[src/rtl/traceback_prefetch_buffer_pkg.sv]
// Shared widths, state encodings and request codes for the traceback prefetch buffer.
package traceback_prefetch_buffer_pkg;

   localparam int unsigned DIRECTION_WIDTH = 5;
   localparam int unsigned PREFETCH_LENGTH = 8;
   localparam int unsigned PF_PTR_W        = $clog2(PREFETCH_LENGTH);
   localparam int unsigned WINDOW_W        = PREFETCH_LENGTH * DIRECTION_WIDTH;

   // Request codes, also decoded by the column finder.
   localparam logic [1:0] REQ_NONE = 2'b00;
   localparam logic [1:0] REQ_CUR  = 2'b01;
   localparam logic [1:0] REQ_PF   = 2'b10;

   typedef enum logic [2:0] {
      S_EMPTY   = 3'd0,
      S_ACTIVE  = 3'd1,
      S_FULL    = 3'd2,
      S_WAIT_PF = 3'd3,
      S_DISCARD = 3'd4
   } state_t;

   // Upstream request implied by a buffer state.
   function automatic logic [1:0] req_of(input state_t s);
      logic [1:0] r;
      r = REQ_NONE;
      case (s)
         S_EMPTY:   r = REQ_CUR;
         S_ACTIVE:  r = REQ_PF;
         S_WAIT_PF: r = REQ_PF;
         default:   r = REQ_NONE;
      endcase
      return r;
   endfunction

endpackage

[src/rtl/traceback_prefetch_buffer_bank.sv]
// One window of traceback directions: whole-window write, sync clear, indexed read.
module traceback_prefetch_bank
   import traceback_prefetch_buffer_pkg::*;
(
   input  logic                       clk,
   input  logic                       rst,
   input  logic                       clear,
   input  logic                       we,
   input  logic [0:WINDOW_W-1]        wdata,
   input  logic [PF_PTR_W-1:0]        rd_idx,
   output logic [DIRECTION_WIDTH-1:0] rd_data
);

   logic [DIRECTION_WIDTH-1:0] mem [PREFETCH_LENGTH];

   // Capture the full window in one cycle; entry 0 is the leftmost slice.
   always_ff @(posedge clk) begin
      if (rst || clear) begin
         for (int i = 0; i < int'(PREFETCH_LENGTH); i++) mem[i] <= '0;
      end else if (we) begin
         for (int i = 0; i < int'(PREFETCH_LENGTH); i++)
            mem[i] <= wdata[i*DIRECTION_WIDTH +: DIRECTION_WIDTH];
      end
   end

   assign rd_data = mem[rd_idx];

endmodule

[src/rtl/traceback_prefetch_buffer.sv]
// Ping-pong direction buffer between the prefetch column finder and the traceback walker.
module traceback_prefetch_buffer
   import traceback_prefetch_buffer_pkg::*;
(
   input  logic                       clk,
   input  logic                       rst,
   input  logic [0:WINDOW_W-1]        prefetch_column,
   input  logic                       column_valid,
   input  logic                       flush,
   input  logic                       pop,
   output logic [1:0]                 prefetch_request,
   output logic [DIRECTION_WIDTH-1:0] dir_out,
   output logic                       dir_valid
);

   state_t                     state, state_nxt;
   logic [PF_PTR_W-1:0]        rd_ptr, rd_ptr_nxt;
   logic                       active_sel, active_sel_nxt;
   logic                       wr_en, wr_bank;
   logic                       do_pop, accept, last;
   logic [DIRECTION_WIDTH-1:0] rd_data0, rd_data1;

   // State, read pointer, bank select and the registered upstream request.
   always_ff @(posedge clk) begin
      if (rst) begin
         state            <= S_EMPTY;
         rd_ptr           <= '0;
         active_sel       <= 1'b0;
         prefetch_request <= REQ_NONE;
      end else begin
         state            <= state_nxt;
         rd_ptr           <= rd_ptr_nxt;
         active_sel       <= active_sel_nxt;
         prefetch_request <= req_of(state_nxt);
      end
   end

   // Next-state, bank write steering and walker-facing outputs.
   always_comb begin
      state_nxt      = state;
      rd_ptr_nxt     = rd_ptr;
      active_sel_nxt = active_sel;
      wr_en          = 1'b0;
      wr_bank        = active_sel;
      dir_valid      = (state == S_ACTIVE) || (state == S_FULL);
      dir_out        = '0;
      if (dir_valid) dir_out = active_sel ? rd_data1 : rd_data0;

      do_pop = pop && dir_valid;
      accept = column_valid && (prefetch_request != REQ_NONE);
      last   = (rd_ptr == PF_PTR_W'(PREFETCH_LENGTH - 1));

      if (flush) begin
         rd_ptr_nxt     = '0;
         active_sel_nxt = 1'b0;
         // A column still in flight must be dropped, even if flushed again while waiting for it.
         state_nxt = ((state == S_DISCARD) || (prefetch_request != REQ_NONE)) ? S_DISCARD : S_EMPTY;
      end else begin
         case (state)
            S_EMPTY, S_WAIT_PF: begin
               if (accept) begin
                  wr_en      = 1'b1;
                  wr_bank    = active_sel;
                  rd_ptr_nxt = '0;
                  state_nxt  = S_ACTIVE;
               end
            end
            S_ACTIVE: begin
               if (do_pop && last) begin
                  rd_ptr_nxt = '0;
                  if (accept) begin
                     // Arriving window becomes active immediately: no bubble.
                     wr_en          = 1'b1;
                     wr_bank        = ~active_sel;
                     active_sel_nxt = ~active_sel;
                     state_nxt      = S_ACTIVE;
                  end else begin
                     state_nxt = S_WAIT_PF;
                  end
               end else begin
                  if (do_pop) rd_ptr_nxt = PF_PTR_W'(rd_ptr + 1'b1);
                  if (accept) begin
                     wr_en     = 1'b1;
                     wr_bank   = ~active_sel;
                     state_nxt = S_FULL;
                  end
               end
            end
            S_FULL: begin
               if (do_pop) begin
                  if (last) begin
                     rd_ptr_nxt     = '0;
                     active_sel_nxt = ~active_sel;
                     state_nxt      = S_ACTIVE;
                  end else begin
                     rd_ptr_nxt = PF_PTR_W'(rd_ptr + 1'b1);
                  end
               end
            end
            S_DISCARD: begin
               if (column_valid) state_nxt = S_EMPTY;
            end
            default: state_nxt = S_EMPTY;
         endcase
      end
   end

   traceback_prefetch_bank u_bank0 (
      .clk     (clk),
      .rst     (rst),
      .clear   (flush),
      .we      (wr_en && !wr_bank),
      .wdata   (prefetch_column),
      .rd_idx  (rd_ptr),
      .rd_data (rd_data0)
   );

   traceback_prefetch_bank u_bank1 (
      .clk     (clk),
      .rst     (rst),
      .clear   (flush),
      .we      (wr_en && wr_bank),
      .wdata   (prefetch_column),
      .rd_idx  (rd_ptr),
      .rd_data (rd_data1)
   );

endmodule

[config.mk]
export PLATFORM = sky130hd
export DESIGN_NAME = traceback_prefetch_buffer
export DESIGN_NICKNAME = d
export VERILOG_FILES = /design/src/rtl/traceback_prefetch_buffer_pkg.sv /design/src/rtl/traceback_prefetch_buffer_bank.sv /design/src/rtl/traceback_prefetch_buffer.sv
export SDC_FILE = /design/constraint.sdc
export NUM_CORES = 1
export LEC_CHECK = 0
export CAP_MARGIN = 20
export CORE_UTILIZATION = 59
export DETAILED_ROUTE_END_ITERATION = 16
export GPL_ROUTABILITY_DRIVEN = 1
export PLACE_DENSITY = 0.86
export SETUP_SLACK_MARGIN = 0.05
export SYNTH_ARGS = -nofsm -noshare
export SYNTH_HDL_FRONTEND = slang
export SYNTH_SLANG_ARGS = --single-unit
[constraint.sdc]
create_clock -name clk -period 10.4 [get_ports clk]
set_clock_uncertainty 0.1 [all_clocks]
set_input_delay 1.04 -clock clk [delete_from_list [all_inputs] [get_ports clk]]
set_output_delay 1.04 -clock clk [all_outputs]
set_load 0.005 [all_outputs]
==> run metrics, run 1 <==
post-synthesis register bit count=92; Req. time, crit path=9260 ps; final RePlAce weighted congestion=0.851; Worst Setup End Kind=output port; All-Layer GR Usage=22.7%; Reg clk slew, reported paths=80 ps; Reg2Reg Launch Point=active_sel; register area share after synthesis=64.3%; power per standard cell area=139 nW/um^2; Fin. Hold Viols=0; VDD IR max=~0.000095 V; Residual DRC=0; core area=6760 um^2; Hold-fix buffers, CTS=0; Main synth FF type=edfxtp_1; Detailed Route WL=7440 um; Max clock buf depth=2; R2R Setup Slk=around 8000 ps; Setup CP Type=reg -> out; Iter 0 DRT Violations=140; total power=683 uW; RSZ-0062 raised after global routing=no; # diodes=0; Num CTS Buffers=9; Cell variety after synth=35; DP HPWL=5200 um; Buffers on Ports=between 50 and 60; Synth top area share=58.5%; Post-synth EDFFs=80; # H-tree levels=3; status=complete, no violations; most frequent cells in the layout=80 x edfxtp_1, 70 x and2_1, 52 x clkdlybuf4s50_1; FF-to-FF End=u_bank0.mem[3][0]; CP Launch Type=flip-flop; die area=7300 um^2; hold_sp=rd_ptr[1]; Worst-Margin Slew=1000 ps; Initial Util=between 60% and 70%; post-route clock period utilization=37.4%; achievable clock frequency=between 200 and 300 MHz; MaxCap Viol Count=0; leak pwr=around 1.8 nW; synth warn=0; Antenna Nets Post-Route=0; pins over their slew limit=0; minimum clock period=3890 ps; row cnt=30; Syn Nets=316; first-pass GRT wire length=12000 um; IO Pins=53; final-stage net count=369; setup tns final=0 ps; share of cells above drive strength 1=between 10% and 20%; initial antenna violation count=0; Min-Delay Path Class=reg -> reg; WL per Instance=roughly 18 um; Clock Sinks=92; Synth Area per Inst=15.3 um^2; Rel. slew slack=32.9%; Die W=approximately 85 um; Worst Path Max Fanout=12; largest net degree at the start of global routing=33; routed vias/inst=5.90; Gate Count Post-Synth=269; Cells after DPL=391; Root Driver=clkbuf_8; area leader, netlist=edfxtp_1; Congestion Overflow GR=0; synthesized area=about 4000 um^2; Synth area leaders=edfxtp_1 58%, mux4_2 11%, and2_1 11%, dfxtp_1 5.8%, mux2i_1 1.9%; CTS tree=built; Layout Area Growth over Synthesis=19.2%; final core utilization=approximately 72%; via count=2400; cell count of the worst reg-to-reg path=3; commonest non-fill, non-tap cell in the layout=edfxtp_1; Hold Crit Depth=2; vias in the first global route=roughly 2500; Synth async-reset ratio=0%; Post-Layout Cell Count=407; final setup vio count=0; Worst-Skew Late Latency=340 ps; Vert. Die Dim=85.5 um; # resized after CTS=0; DR pass1 iterations=4; Crit path arrival time=2750 ps; Setup Fix Bufs, Post-CTS=0
-- per-layer routing --
layer	wire length, um	GRT usage (%)
met5	0	0
met4	146	12.0
met3	406	4.57
met2	3980	39.9
met1	2910	26.2
-- Yosys cell counts (all sizes together), types with 5 or more instances --
cell type  number
edfxtp         80
and2           70
mux4           20
dfxtp          12
a21oi          10
clkbuf         10
o21ai          10
mux2i           8
nor2            8
buf             5
mux2            5
-- registers in the layout (all words and copies together) (netlist names), named ones only --
signal,cells
prefetch_request,2
active_sel,1
state,3
u_bank1.mem,40
rd_ptr,3
u_bank0.mem,40
-- worst max-delay path by stage --
stage	end	slack, ps	cells past startpoint
after CTS	dir_out[3]	6450	6
after global placement	dir_out[3]	6840	6
after global routing	dir_out[0]	6300	6
after floorplan	u_bank0.mem[0][0]	5570	2
final	dir_out[3]	6510	6
after detailed placement	u_bank0.mem[1][0]	6770	4
-- critical path, cell delays in order (launching register included) --
cell and delay [ps]:
dfxtp_1 610, buf_4 320, mux4_2 530, mux2_2 270
o21ai_0 140, a21oi_1 60, clkdlybuf4s50_1 470
-- metrics by stage --
stage | area (um^2) | worst slack [ps] | hold WS (ps)
after floorplan | 4110 | 5570 | 366
after global placement | 4740 | 6840 | 383
after detailed placement | 4740 | 6770 | 396
after CTS | 4900 | 6450 | 407
after global routing | 4900 | 6300 | 431
final | 4900 | 6510 | 403
-- area by class of cell --
cell class / instances / area, um^2
Inverter: 1 / 3.75
Fill cell: 439 / 1860
Timing Repair Buffer: 57 / 558
Sequential cell: 92 / 2640
Clock buffer: 10 / 128
Multi-Input combinational cell: 161 / 1430
Clock inverter: 6 / 31.3
Tap cell: 80 / 100
-- power by group --
group / internal [mW] / switching, mW
Combinational: 0.0303 / 0.0233
Sequential: 0.422 / 0.00879
Clock: 0.0845 / 0.114
Total: 0.537 / 0.146
-- kinds of logic after synthesis --
kind of cell	synth area share, %
compound gates	4.02
xor+xnor	0.396
fa+ha+maj	0.609
buf+inv	1.92
flops	64.3
mux	14.3
simple gates	14.5
(Power assumes the default switching activity.)
==> run 2: changes to the inputs <==
--- a/config.mk
+++ b/config.mk
@@ -6,10 +6,10 @@
 export NUM_CORES = 1
 export LEC_CHECK = 0
 export CAP_MARGIN = 20
-export CORE_UTILIZATION = 59
+export CORE_UTILIZATION = 55
 export DETAILED_ROUTE_END_ITERATION = 16
 export GPL_ROUTABILITY_DRIVEN = 1
-export PLACE_DENSITY = 0.86
+export PLACE_DENSITY = 0.81
 export SETUP_SLACK_MARGIN = 0.05
 export SYNTH_ARGS = -nofsm -noshare
 export SYNTH_HDL_FRONTEND = slang
==> constraint.sdc (replaced) <==
create_clock -name clk -period 4.07 [get_ports clk]
set_clock_uncertainty 0.1 [all_clocks]
set_input_delay 0.407 -clock clk [delete_from_list [all_inputs] [get_ports clk]]
set_output_delay 0.407 -clock clk [all_outputs]
set_load 0.005 [all_outputs]
==> run 2 against run 1 <==
Effect of this change: wire length rose by 3.4%; global-route usage decreased by 0.57 points; hold slack hardly changed; count of clock-buffer cells in the layout down 1; register-to-register slack got worse by 6200 ps; via count down 1.5%; sequential power grew to 2.6 times the previous value; non-clock buffer count grew 3; core utilization down 3.5 points; setup slack worse by 5500 ps; cell area is 2.2% higher; largest cell class unchanged.
==> run metrics, run 2 (same netlist as run 1, synthesis figures left out) <==
status=complete, no violations; via count=2365 (-1.5%); IO Pins=53 (unchanged); Post-Layout Cell Count=429 (+5.4%); Detailed Route WL=7690 um (+3.4%); Setup CP Type=reg -> out; share of cells above drive strength 1=16.4% (+1.4 points); Clock Sinks=92 (unchanged); Initial Util=56.6% (-4.2 points); Worst Slack Setup Final=984 ps (-5520 ps); FF-to-FF End=u_bank1.mem[2][2]; Min-Delay Path Class=reg -> reg; Residual DRC=0 (unchanged); Root Driver=clkbuf_8; Layout Area Growth over Synthesis=21.7%; Congestion Overflow GR=0 (unchanged); setup tns final=0 ps (unchanged); routed vias/inst=5.51 (-6.5%); # diodes=0 (unchanged); CP Launch Type=flip-flop; leak pwr=1.81 nW (+2.0%); DP HPWL=5050 um (-2.9%); Worst Setup End Kind=output port; Setup Fix Bufs, Post-CTS=0 (unchanged); cell count of the worst reg-to-reg path=3 (unchanged); largest net degree at the start of global routing=33 (unchanged); WL per Instance=17.9 um (-1.9%); core area=7250 um^2 (+7.4%); vias in the first global route=2461 (-2.5%); DP Area=4780 um^2 (+0.82%); Max clock buf depth=2 (unchanged); final RePlAce weighted congestion=0.776 (-8.8%); Req. time, crit path=3560 ps (-5700 ps); Num CTS Buffers=9 (unchanged); VDD IR max=0.000205 V (+120%); most frequent cells in the layout=80 x edfxtp_1, 70 x and2_1, 52 x clkdlybuf4s50_1; Fin. Hold Viols=0 (unchanged); DR pass1 iterations=4 (unchanged); final-stage net count=372 (+0.81%); hold_sp=rd_ptr[1]; # resized after CTS=0 (unchanged); fillcell total=506 (+15%); CTS tree=built; Worst Path Max Fanout=15 (+3); Reg clk slew, reported paths=80 ps (about the same); Cells after DPL=412 (+5.4%); post-route clock period utilization=75.8%; first-pass GRT wire length=12400 um (+3.3%); final setup vio count=0 (unchanged); Worst Hold Endpoint=rd_ptr[1]; Crit path arrival time=2580 ps (-170 ps); R2R Setup Slk=1630 ps (-6170 ps); Worst-Margin Slew=873 ps (-130 ps); Worst-Skew Late Latency=350 ps (about the same); Hold Crit Depth=2 (unchanged); initial antenna violation count=0 (unchanged); achievable clock frequency=between 300 and 400 MHz; fin area=5000 um^2 (+2.2%); Reg2Reg Launch Point=active_sel; minimum clock period=3090 ps; final core utilization=69.0% (-3.5 points); pins over their slew limit=0 (unchanged); Top Registers=u_bank0.mem (40), u_bank1.mem (40); Antenna Nets Post-Route=0 (unchanged); row cnt=31 (+3.3%); RSZ-0062 raised after global routing=no; Rel. slew slack=41.4% (+8.5 points); Iter 0 DRT Violations=180 (+29%); die area=7820 um^2 (+7.1%); pre-CTS WS=1170 ps (-5600 ps); MaxCap Viol Count=0 (unchanged); power per standard cell area=371 nW/um^2 (+170%); Vert. Die Dim=88.4 um (+3.5%); Die W=88.4 um (+3.5%); Buffers on Ports=52 (unchanged); commonest non-fill, non-tap cell in the layout=edfxtp_1; Hold-fix buffers, CTS=0 (unchanged); # H-tree levels=3 (unchanged); All-Layer GR Usage=22.1% (-0.57 points)
run 2: cell types whose count changed in the layout (fill, tap and decap cells not counted):
cell,before,now
clkinv_1,2,1
clkbuf_1,1,0
bufinv_16,0,1
buf_4,5,7
clkinv_2,3,1
buf_16,0,1
inv_8,0,1
clkinvlp_4,0,1
inv_6,0,1
run 2: layout make-up:
type,instances,area (um^2),share of cell area (%)
repair buffers,60,601,12.0
multi-input cells,161,1430,28.6
clock inverters,7,75.1,1.50
inverters,1,3.75,0.0750
flip-flops and latches,92,2640,52.8
well taps,99,124,2.48
clock buffers,9,124,2.48
run 2: how the worst max path moves through the flow:
stage | start | to | slack, ps | cells after the start
6_report | flip-flop | dir_out[2] | 980 | 5
5_1_grt | state[0] | dir_out[2] | 840 | 5
4_1_cts | flip-flop | dir_out[2] | 780 | 4
3_5_place_dp | flip-flop | dir_out[2] | 1170 | 4
3_3_place_gp | flip-flop | dir_out[0] | 1210 | 4
2_1_floorplan | state[0] | u_bank1.mem[0][0] | 930 | 3
run 2: layer usage:
metal / wire (um) / up-vias / GRT usage [%]
met5: 0 / - / 0
met4: 140 / 0 / 11.4
met3: 262 / 13 / 3.26
met2: 4010 / 71 / 35.8
met1: 3280 / 1157 / 29.3
li1: - / 1124 / -
run 2: worst max-delay path, cell delays in order (launching register included):
cell and delay, ps:
dfxtp_1 840, mux4_2 430, mux2_2 280, o21ai_0 140
a21oi_1 70, clkdlybuf4s50_1 480
run 2: through the flow:
stage	hold WS (ps)	power, mW
floorplan	366	1.18
global placement	386	1.26
detailed placement	395	1.26
CTS	406	1.87
global route	426	1.92
finish	402	1.86
run 2: power by group:
part	internal [mW]	switching (mW)
clock	0.288	0.328
sequential	1.08	0.0226
combinational	0.0794	0.0618
total	1.45	0.412
